`src/rtl/alu_issue_pkg.sv`:
```
// ---------------------------------------------------------------------------
// alu_issue_pkg
// Shared definitions for the alu_issue block: data width, register-select
// width, operation encodings, FSM state encodings and the helpers that move
// between the external [0:7] buses (bit 0 = LSB) and internal [7:0] words.
// ---------------------------------------------------------------------------
package alu_issue_pkg;

  localparam int DATA_W = 8;
  localparam int SEL_W  = 2;

  typedef enum logic [1:0] {
    OP_ADD = 2'b00,
    OP_SUB = 2'b01,
    OP_LDI = 2'b10,
    OP_CMP = 2'b11
  } op_t;

  typedef enum logic [1:0] {
    ST_IDLE = 2'b00,
    ST_EXEC = 2'b01,
    ST_WB   = 2'b10
  } state_t;

  // External buses are declared [0:7] but bit 0 carries the LSB, so a plain
  // vector assignment would reverse the byte. Copy bit-by-bit by index.
  function automatic logic [DATA_W-1:0] bus_to_word(input logic [0:DATA_W-1] bus);
    logic [DATA_W-1:0] word;
    for (int i = 0; i < DATA_W; i++) begin
      word[i] = bus[i];
    end
    return word;
  endfunction

  function automatic logic [0:DATA_W-1] word_to_bus(input logic [DATA_W-1:0] word);
    logic [0:DATA_W-1] bus;
    for (int i = 0; i < DATA_W; i++) begin
      bus[i] = word[i];
    end
    return bus;
  endfunction

endpackage

```
`src/rtl/alu_issue_alu.sv`:
```
// ---------------------------------------------------------------------------
// alu_issue_alu
// Purely combinational 8-bit adder/subtractor.
//   a, b      : operands
//   subtract  : 0 -> r = a + b, 1 -> r = a - b (two's complement a + ~b + 1)
//   r         : result, modulo 256
//   carry     : carry-out; when subtracting, 1 means no borrow (a >= b)
// ---------------------------------------------------------------------------
module alu_issue_alu
  import alu_issue_pkg::*;
(
  input  logic [DATA_W-1:0] a,
  input  logic [DATA_W-1:0] b,
  input  logic              subtract,
  output logic [DATA_W-1:0] r,
  output logic              carry
);

  logic [DATA_W-1:0] b_eff;
  logic [DATA_W:0]   sum;

  // Subtraction reuses the adder by inverting b and injecting a carry-in of
  // one; the carry-out then naturally reads as "no borrow".
  always_comb begin
    b_eff = subtract ? ~b : b;
    sum   = {1'b0, a} + {1'b0, b_eff} + {{DATA_W{1'b0}}, subtract};
  end

  assign r     = sum[DATA_W-1:0];
  assign carry = sum[DATA_W];

endmodule

```
`src/rtl/alu_issue.sv`:
```
// ---------------------------------------------------------------------------
// alu_issue
// Small issue/execute/writeback engine around a 4 x 8-bit register file.
// One operation completes every three cycles: accept (IDLE) -> EXEC -> WB.
//
// Ports
//   clk                      : single clock, rising edge
//   reset                    : synchronous, active-high
//   req_valid / req_ready    : request handshake, accepted when both are 1
//   req_op                   : 00 ADD, 01 SUB, 10 LDI, 11 CMP
//   req_dst/req_srca/req_srcb: register indices
//   req_imm [0:7]            : LDI immediate (bit 0 = LSB)
//   done                     : one-cycle completion pulse (during WB)
//   done_data [0:7]          : result, valid while done is high
//   flag_c/z/n/v             : registered status flags
//   rd_sel / rd_data [0:7]   : combinational observation read of the regfile
// ---------------------------------------------------------------------------
module alu_issue
  import alu_issue_pkg::*;
#(
  parameter int NREG = 4
)(
  input  logic             clk,
  input  logic             reset,
  input  logic             req_valid,
  output logic             req_ready,
  input  logic [1:0]       req_op,
  input  logic [SEL_W-1:0] req_dst,
  input  logic [SEL_W-1:0] req_srca,
  input  logic [SEL_W-1:0] req_srcb,
  input  logic [0:7]       req_imm,
  output logic             done,
  output logic [0:7]       done_data,
  output logic             flag_c,
  output logic             flag_z,
  output logic             flag_n,
  output logic             flag_v,
  input  logic [SEL_W-1:0] rd_sel,
  output logic [0:7]       rd_data
);

  state_t            state;
  op_t               op_q;
  logic [SEL_W-1:0]  dst_q;
  logic [DATA_W-1:0] opa_q;
  logic [DATA_W-1:0] opb_q;
  logic [DATA_W-1:0] result_q;
  logic              carry_q;
  logic              done_q;
  logic [DATA_W-1:0] regs [NREG];

  logic [DATA_W-1:0] alu_r;
  logic              alu_carry;
  logic              alu_subtract;
  logic              accept;
  logic              v_calc;
  op_t               req_op_e;

  assign req_op_e = op_t'(req_op);

  // Ready is a pure function of the FSM state, forced low while reset is
  // held so nothing can be accepted on the reset edge.
  assign req_ready = (state == ST_IDLE) && !reset;
  assign accept    = req_valid && req_ready;

  // CMP is a subtract whose result is thrown away, so both share the ALU's
  // subtract path.
  assign alu_subtract = (op_q == OP_SUB) || (op_q == OP_CMP);

  alu_issue_alu u_alu (
    .a        (opa_q),
    .b        (opb_q),
    .subtract (alu_subtract),
    .r        (alu_r),
    .carry    (alu_carry)
  );

  // Signed overflow is judged from the latched operand signs and the
  // registered result sign. For subtraction the operand signs must differ
  // for overflow to be possible; for addition they must match.
  always_comb begin
    v_calc = 1'b0;
    case (op_q)
      OP_ADD:         v_calc = (opa_q[7] == opb_q[7]) && (result_q[7] != opa_q[7]);
      OP_SUB, OP_CMP: v_calc = (opa_q[7] != opb_q[7]) && (result_q[7] != opa_q[7]);
      default:        v_calc = 1'b0;
    endcase
  end

  // The done pulse and its data are masked by reset so that a reset landing
  // in WB aborts the operation without any visible completion.
  assign done      = done_q && !reset;
  assign done_data = (done_q && !reset) ? word_to_bus(result_q) : '0;
  assign rd_data   = word_to_bus(regs[rd_sel]);

  // Single FSM process. Operands are captured at accept time so any aliasing
  // of srca/srcb/dst is harmless. EXEC registers the ALU output, WB commits
  // the register write (skipped for CMP) and the flags. Reset has priority
  // over everything, including a write that would otherwise happen at the
  // end of WB.
  always_ff @(posedge clk) begin
    if (reset) begin
      state    <= ST_IDLE;
      op_q     <= OP_ADD;
      dst_q    <= '0;
      opa_q    <= '0;
      opb_q    <= '0;
      result_q <= '0;
      carry_q  <= 1'b0;
      done_q   <= 1'b0;
      flag_c   <= 1'b0;
      flag_z   <= 1'b0;
      flag_n   <= 1'b0;
      flag_v   <= 1'b0;
      for (int i = 0; i < NREG; i++) begin
        regs[i] <= '0;
      end
    end else begin
      case (state)
        ST_IDLE: begin
          if (accept) begin
            op_q  <= req_op_e;
            dst_q <= req_dst;
            opa_q <= regs[req_srca];
            opb_q <= (req_op_e == OP_LDI) ? bus_to_word(req_imm) : regs[req_srcb];
            state <= ST_EXEC;
          end
        end

        ST_EXEC: begin
          result_q <= (op_q == OP_LDI) ? opb_q : alu_r;
          carry_q  <= alu_carry;
          done_q   <= 1'b1;
          state    <= ST_WB;
        end

        ST_WB: begin
          done_q <= 1'b0;
          if (op_q != OP_CMP) begin
            regs[dst_q] <= result_q;
          end
          flag_z <= (result_q == '0);
          flag_n <= result_q[7];
          if (op_q != OP_LDI) begin
            flag_c <= carry_q;
            flag_v <= v_calc;
          end
          state <= ST_IDLE;
        end

        default: begin
          state <= ST_IDLE;
        end
      endcase
    end
  end

endmodule

```
`config.mk`:
```
export PLATFORM = sky130hd
export DESIGN_NAME = alu_issue
export DESIGN_NICKNAME = d
export VERILOG_FILES = /design/src/rtl/alu_issue_pkg.sv /design/src/rtl/alu_issue_alu.sv /design/src/rtl/alu_issue.sv
export SDC_FILE = /design/constraint.sdc
export NUM_CORES = 1
export LEC_CHECK = 0
export BUFFER_PORTS_ARGS = -buffer_cell sky130_fd_sc_hd__buf_2
export CAP_MARGIN = 20
export CORE_MARGIN = 2
export CORE_UTILIZATION = 40
export CTS_BUF_LIST = sky130_fd_sc_hd__clkbuf_16
export DETAILED_ROUTE_END_ITERATION = 8
export PLACE_DENSITY = 0.67
export SYNTH_ARGS = -nofsm -noshare
export SYNTH_HDL_FRONTEND = slang
export SYNTH_SLANG_ARGS = --single-unit
```
`constraint.sdc`:
```
create_clock -name clk -period 3.29 [get_ports clk]
set_input_delay 0.1645 -clock clk [delete_from_list [all_inputs] [get_ports clk]]
set_output_delay 0.1645 -clock clk [all_outputs]
set_load 0.01 [all_outputs]
```
Yosys cells after proc, flatten, opt, wreduce, memory -nomap -nowiden. Memories as Yosys holds them, arrays and structs flattened. A register that Yosys moved wholly into a read port is not among the register bits. Cells that the tools add are included.

Register bits after elaboration: 28. Bits in latches: 0. RAM bits: 32. Memory bits (read-only): 0. Bits of input ports: 21. Output and inout bits: 22. Logic and storage cells: 59. Memories kept: 1.

Memory list: regs (words 4, bits a word 8, read ports 3, clocked after Yosys merged registers in 1, write ports 4, RTL line alu_issue.sv:50) `logic [DATA_W-1:0] regs [NREG];`.

Add/subtract/negate cells: 2. Multiply operators: 0. Divide/modulo/power cells: 0. Order comparisons: 0. Eq/ne operators: 12. Shifts and indexed selects: 0. Multiplexer cells: 17. Bitwise operators: 1. Reduce and logical (&&, ||, !) cells: 15.

Operators by type and width (number): 8-bit 2-to-1 mux (5); 8-bit by 8-bit adder with 9-bit output (1); 9-bit by 1-bit adder with 9-bit output (1); 2-bit equality test, second input constant (4); 8-bit zero test (1); 8-bit NOT (1); 8-bit OR reduction (1); 1-bit 2-to-1 mux (7); 2-bit != test, second input constant (3); 1-bit logical AND (5); 2-bit by 1-bit equality test with 1-bit output, second input constant (2); 2-bit zero test (2); 2-bit 2-to-1 mux (2); 1-bit case mux with 2 select lines (2); 2-bit case mux with 2 select lines (1); 2-bit AND reduction (2); 1-bit != test (2); 2-bit nonzero test (1); 2-bit OR reduction (1); 1-bit equality test (1); 1-bit zero test (1); 1-bit logical OR (1).

Longest topological paths before layout.
Word-level depth: 7. Mapped depth: 9. Depth with buffers taken out: 8.

Hierarchy. From an unflattened synthesis, not the netlist that was laid out.

Cells, all modules: 340. Area total of the unflattened synthesis: 3882.5 sq um.

By module, submodules not included: alu_issue (instances 1, cells each 292, area each 3484.6 sq um, seq. area each 1681.6 sq um); alu_issue_alu (instances 1, cells each 48, area each 397.9 sq um, seq. area each 0.0 sq um).

Worst setup path after synthesis. No wires, ideal clock.

Path type: reg-to-reg. From: register op_q[0]. To: register result_q[6]. Setup time: 91 ps. Arrival time: 1910 ps. Required time: 3199 ps. Path slack: 1289 ps. Cell stages (with the launch flop): 10. Clock period less this slack: 2001 ps. Cell sequence: dfxtp_1 buf_4 xor2_1 inv_1 fa_1 nand3b_1 a21oi_1 or3_1 nand3_1 a311oi_1.

Word-level cells in the longest chain between the ends: 6. Elaborated cells between the ends (all ways): 8. Those cells by class: 2 x add/sub; 3 x eq/ne; 2 x mux; 1 x reduce/logical.

Ends and longest elaborated chain: start: declaration (RTL line alu_issue.sv:43) `op_t op_q;`; start signal: assignment (RTL line alu_issue.sv:122) `op_q <= req_op_e;`; 2-bit by 1-bit equality test with 1-bit output or 2-bit equality test (tied branches) (RTL line alu_issue.sv:68) `assign alu_subtract = (op_q == OP_SUB) || (op_q == OP_CMP);`; 1-bit logical OR (RTL line alu_issue.sv:68); 8-bit 2-to-1 mux (RTL line alu_issue_alu.sv:25) `b_eff = subtract ? ~b : b;`; 8-bit by 8-bit adder with 9-bit output (RTL line alu_issue_alu.sv:26) `sum = {1'b0, a} + {1'b0, b_eff} + {{DATA_W{1'b0}}, subtract};`; 9-bit by 1-bit adder with 9-bit output (RTL line alu_issue_alu.sv:26); 8-bit 2-to-1 mux (*) (RTL line alu_issue.sv:131) `result_q <= (op_q == OP_LDI) ? opb_q : alu_r;`; end signal: assignment (RTL line alu_issue.sv:131); end: declaration (RTL line alu_issue.sv:47) `logic [DATA_W-1:0] result_q;`.

Every way passes the cells marked *; elsewhere a longest branch is shown, timed or not. A chain may end at the register's enable or synchronous reset.

==> impl_results.rst <==
.. list-table::
   :header-rows: 1

   * - Metric
     - Value
   * - Endpoint type of the worst setup path
     - register
   * - Worst setup skew after layout
     - 0.00675 ns
   * - RePlAce Congestion
     - ~0.86
   * - Total detailed-routing wirelength
     - a little over 9000 µm
   * - Number of buffers on the longest clock path
     - 2
   * - Number of synthesized flops with an enable pin
     - 32
   * - Flop and latch count out of synthesis
     - about 70
   * - Register-to-register setup slack
     - 0.91 ns
   * - Slew Limit Fails
     - 0
   * - Standard cell with the maximum stage delay on the critical path
     - or2_1
   * - Worst Reg-to-Reg Cells
     - 6
   * - Main combinational cell family by area after synthesis
     - simple AND/OR/NAND/NOR gates
   * - Number of buffers inserted during clock tree synthesis
     - 9
   * - Floorplan die height
     - 102 µm
   * - DP Worst Slack
     - 0.927 ns
   * - Post-synth top area share
     - 24.9%
   * - Origin of the worst min-delay path
     - req_dst[0]
   * - Number of nets still failing antenna checks after routing
     - 0
   * - Run status
     - completed
   * - Core footprint
     - 0.00928 mm²
   * - Complex-gate fraction of the synthesized area
     - 7.13%
   * - Num Clock Sinks
     - 68
   * - Leakage Power
     - 1.82 nW
   * - Worst relative slew slack
     - 48.2%
   * - Gate Count Post-Synth
     - 340
   * - GR Overflow Total
     - 0
   * - Final number of hold-violating endpoints
     - 0
   * - Latest clock arrival within the worst-skew pair
     - 0.33 ns
   * - Timing-limited maximum frequency
     - ~420 MHz
   * - Floorplan die width
     - 102 µm
   * - Worst r2r dst
     - regs[0][5]
   * - Clock tree root driver cell
     - clkbuf_16
   * - Fin nets
     - 406
   * - Via count of the first global-routing pass
     - 2690
   * - Detailed Route Iter0 Violations
     - 98
   * - Synthesized netlist net count
     - 374
   * - Via count
     - 2706
   * - Fill cells
     - 880
   * - Adder and majority cell fraction of the synthesized area
     - 4.41%
   * - Power density relative to cell area
     - 496 mW/mm²
   * - WP data required
     - 3.27 ns
   * - Biggest area consumer among synthesized cells
     - edfxtp_1
   * - Placement-stage cell area
     - 0.00410 mm²
   * - Number of input and output port buffers inserted
     - 42
   * - Setup TNS after final layout
     - 0 ns
   * - Total global-route track usage
     - between 10% and 20%
   * - Slew @ Worst Pin
     - 0.776 ns
   * - Critical path, cell by cell
     - inv_1 > ha_1 > a21boi_2 > and2b_4 > nor3b_4 > or2_1
   * - Leading cell types by total area after synthesis
     - edfxtp_1 25%, dfxtp_1 19%, mux4_2 13%, and2_1 6.8%, ha_1 3.9%
   * - Xor-xnor portion of the synthesized cell area
     - 2.95%
   * - DR DRC count
     - 0
   * - Worst reg2reg startpoint
     - state[0]
   * - Largest fanout on the critical path
     - 10
   * - Seq/Total Area, Yosys
     - 43.5%
   * - Number of buffers added for setup after CTS
     - 0
   * - Post-CTS resize count
     - 0
   * - Element type at the critical path start
     - register
   * - Detail-routed via count per cell
     - 5.36
   * - Syn. warnings
     - 0
   * - Period utilisation layout
     - 72.5%
   * - Area of the die
     - 0.0105 mm²
   * - Wirelength per Cell
     - 18.3 µm
   * - Highest ir drop seen on vdd
     - 0.202 mV
   * - Total iterations of the first detailed-routing run
     - 4
   * - Initial Utilization
     - approximately two fifths
   * - Post-route non-filler standard cell count
     - 505
   * - Fraction of synthesized area in multiplexers
     - approximately 18%
   * - Unrepaired setup endpoints after global routing
     - no
   * - Post-synth cell types
     - 47
   * - Pin count of the biggest net entering global routing
     - 28
   * - Share of synthesized cell area in and, or, nand and nor gates
     - about a fifth
   * - Clock tree from TritonCTS
     - done
   * - Final setup viols
     - 0
   * - Global-route wire length before repair
     - 14700 µm
   * - Register clock-pin slew on the reported worst setup and hold paths
     - roughly 0.050 ns
   * - Synthesized cell area
     - 0.00386 mm²
   * - Post-synthesis to final-layout area growth
     - 12.7%
   * - Critical path start-end classification
     - register to register
   * - Share of layout cells above drive strength 1
     - a little under a quarter
   * - Placed instance count
     - 490
   * - Diodes inserted
     - 0
   * - Overall Power
     - 2.16 mW
   * - Hold Path Class
     - input pin to register
   * - Number of core rows
     - 35
   * - Syn avg cell area
     - approximately 11 µm²
   * - Number of levels in the clock H-tree
     - 3
   * - Final worst hold slack
     - around 0.039 ns
   * - Async SR Flop Fraction
     - 0%
   * - Top-level port count
     - 43
   * - Worst setup margin
     - 0.906 ns
   * - Number of hold-repair buffers added at the cts stage
     - 0
   * - Critical path arrival
     - 2.37 ns
   * - Dominant synthesized flop cell
     - dfxtp_1
   * - Detailed placer's ending HPWL
     - about 6600 µm
   * - Final design instance area without fill
     - roughly 0.0044 mm²
   * - Max-cap viol count
     - 0
   * - Worst Hold End
     - dst_q[0]
   * - Critical Path Max Stage Delay
     - just under 0.4 ns
   * - Minimum period implied by the final worst setup slack
     - approximately 2.4 ns
   * - Number of antenna violations at the first check in global routing
     - 0
   * - End-of-flow core utilization
     - 46.9%
   * - Worst hold stages
     - 3
[report_power, final]
group | internal, mW | total (mW) | switching (mW) | leakage (nW)
clock | 0.491 | 0.810 | 0.319 | 0.133
combinational | 0.154 | 0.336 | 0.182 | 1.06
sequential | 0.940 | 1.01 | 0.0732 | 0.626
total | 1.58 | 2.16 | 0.574 | 1.82
[worst max path at each step]
stage | from | endpoint | slack (ns)
floorplan | op_q[0] | result_q[6] | 1.29
global placement | op_q[0] | result_q[6] | 1.07
detailed placement | state[0] | regs[0][5] | 0.93
CTS | state[0] | regs[0][4] | 0.90
global route | op_q[0] | result_q[6] | 0.76
finish | state[0] | regs[0][5] | 0.91
[placed cells by master (no fill, tap or decap), types with 3 or more instances in the layout]
cell	instances
nand3_1	3
mux2i_1	12
a21oi_1	10
inv_1	8
buf_2	42
edfxtp_1	32
nor2b_1	3
a211oi_1	3
a311oi_1	5
nor2_1	16
dfxtp_1	36
clkbuf_16	9
nand3b_1	19
nand2_1	40
o21ai_0	12
xor2_1	11
and2_1	42
nand2b_1	3
ha_1	12
mux4_2	22
[logic make-up after synthesis]
logic type / after synthesis
flip-flops: 68
AND/OR/NAND/NOR: 138
adder cells (fa/ha/maj): 13
XOR/XNOR: 13
multiplexers: 37
buffers and inverters: 29
AO/OA/AOI/OAI: 42
[final cells by class]
cell class / count / area [µm²] / area share, %
timing repair buffer: 44 / 225 / 5.17
inverter: 6 / 22.5 / 0.517
clock inverter: 6 / 25.0 / 0.575
multi-input combinational: 243 / 2010 / 46.2
tap: 129 / 161 / 3.71
clock buffer: 9 / 225 / 5.17
sequential: 68 / 1680 / 38.6
[sequential cells by signal, summed over array words and instances, names as in the netlist, 2 cells and up]
register / cells
result_q: 8
regs: 32
dst_q: 2
op_q: 2
opa_q: 8
state: 2
opb_q: 8
[worst max-delay path, delay by kind of cell, from the launching register on]
family	cells	cell delay [ns]
adders and majority gates	1	0.36
buffers and inverters	1	0.10
AOI/OAI and AO/OA	1	0.28
and+or+nand+nor	3	0.97
DFF	1	0.33
[cell usage after synthesis (2+ instances only)]
library cell  instances
or2_1                 2
nand2b_1              3
inv_1                 6
o21ai_0              12
nor2_1               16
ha_1                 12
a21oi_1              10
a311oi_1              5
xnor2_1               2
a211oi_1              3
nand2_1              40
dfxtp_1              36
and2_1               42
nor2b_1               3
nand3_1               3
mux4_1                2
o31ai_1               2
nor3_2                2
mux2i_1              12
nor4_1                2
nand3b_1             19
edfxtp_1             32
mux4_2               22
buf_6                 5
clkbuf_1              8
xor2_1               11
buf_2                 7
a21boi_2              2
[per-layer routing]
layer  global-route usage [%]  wire [µm]  up-vias
li1                         -          -     1293
met2                     31.9       4560       67
met3                     2.39        368       12
met1                     25.5       4140     1334
met5                        0          0        -
met4                     7.38        168        0
Note: power is estimated with default switching activity, not from simulation.
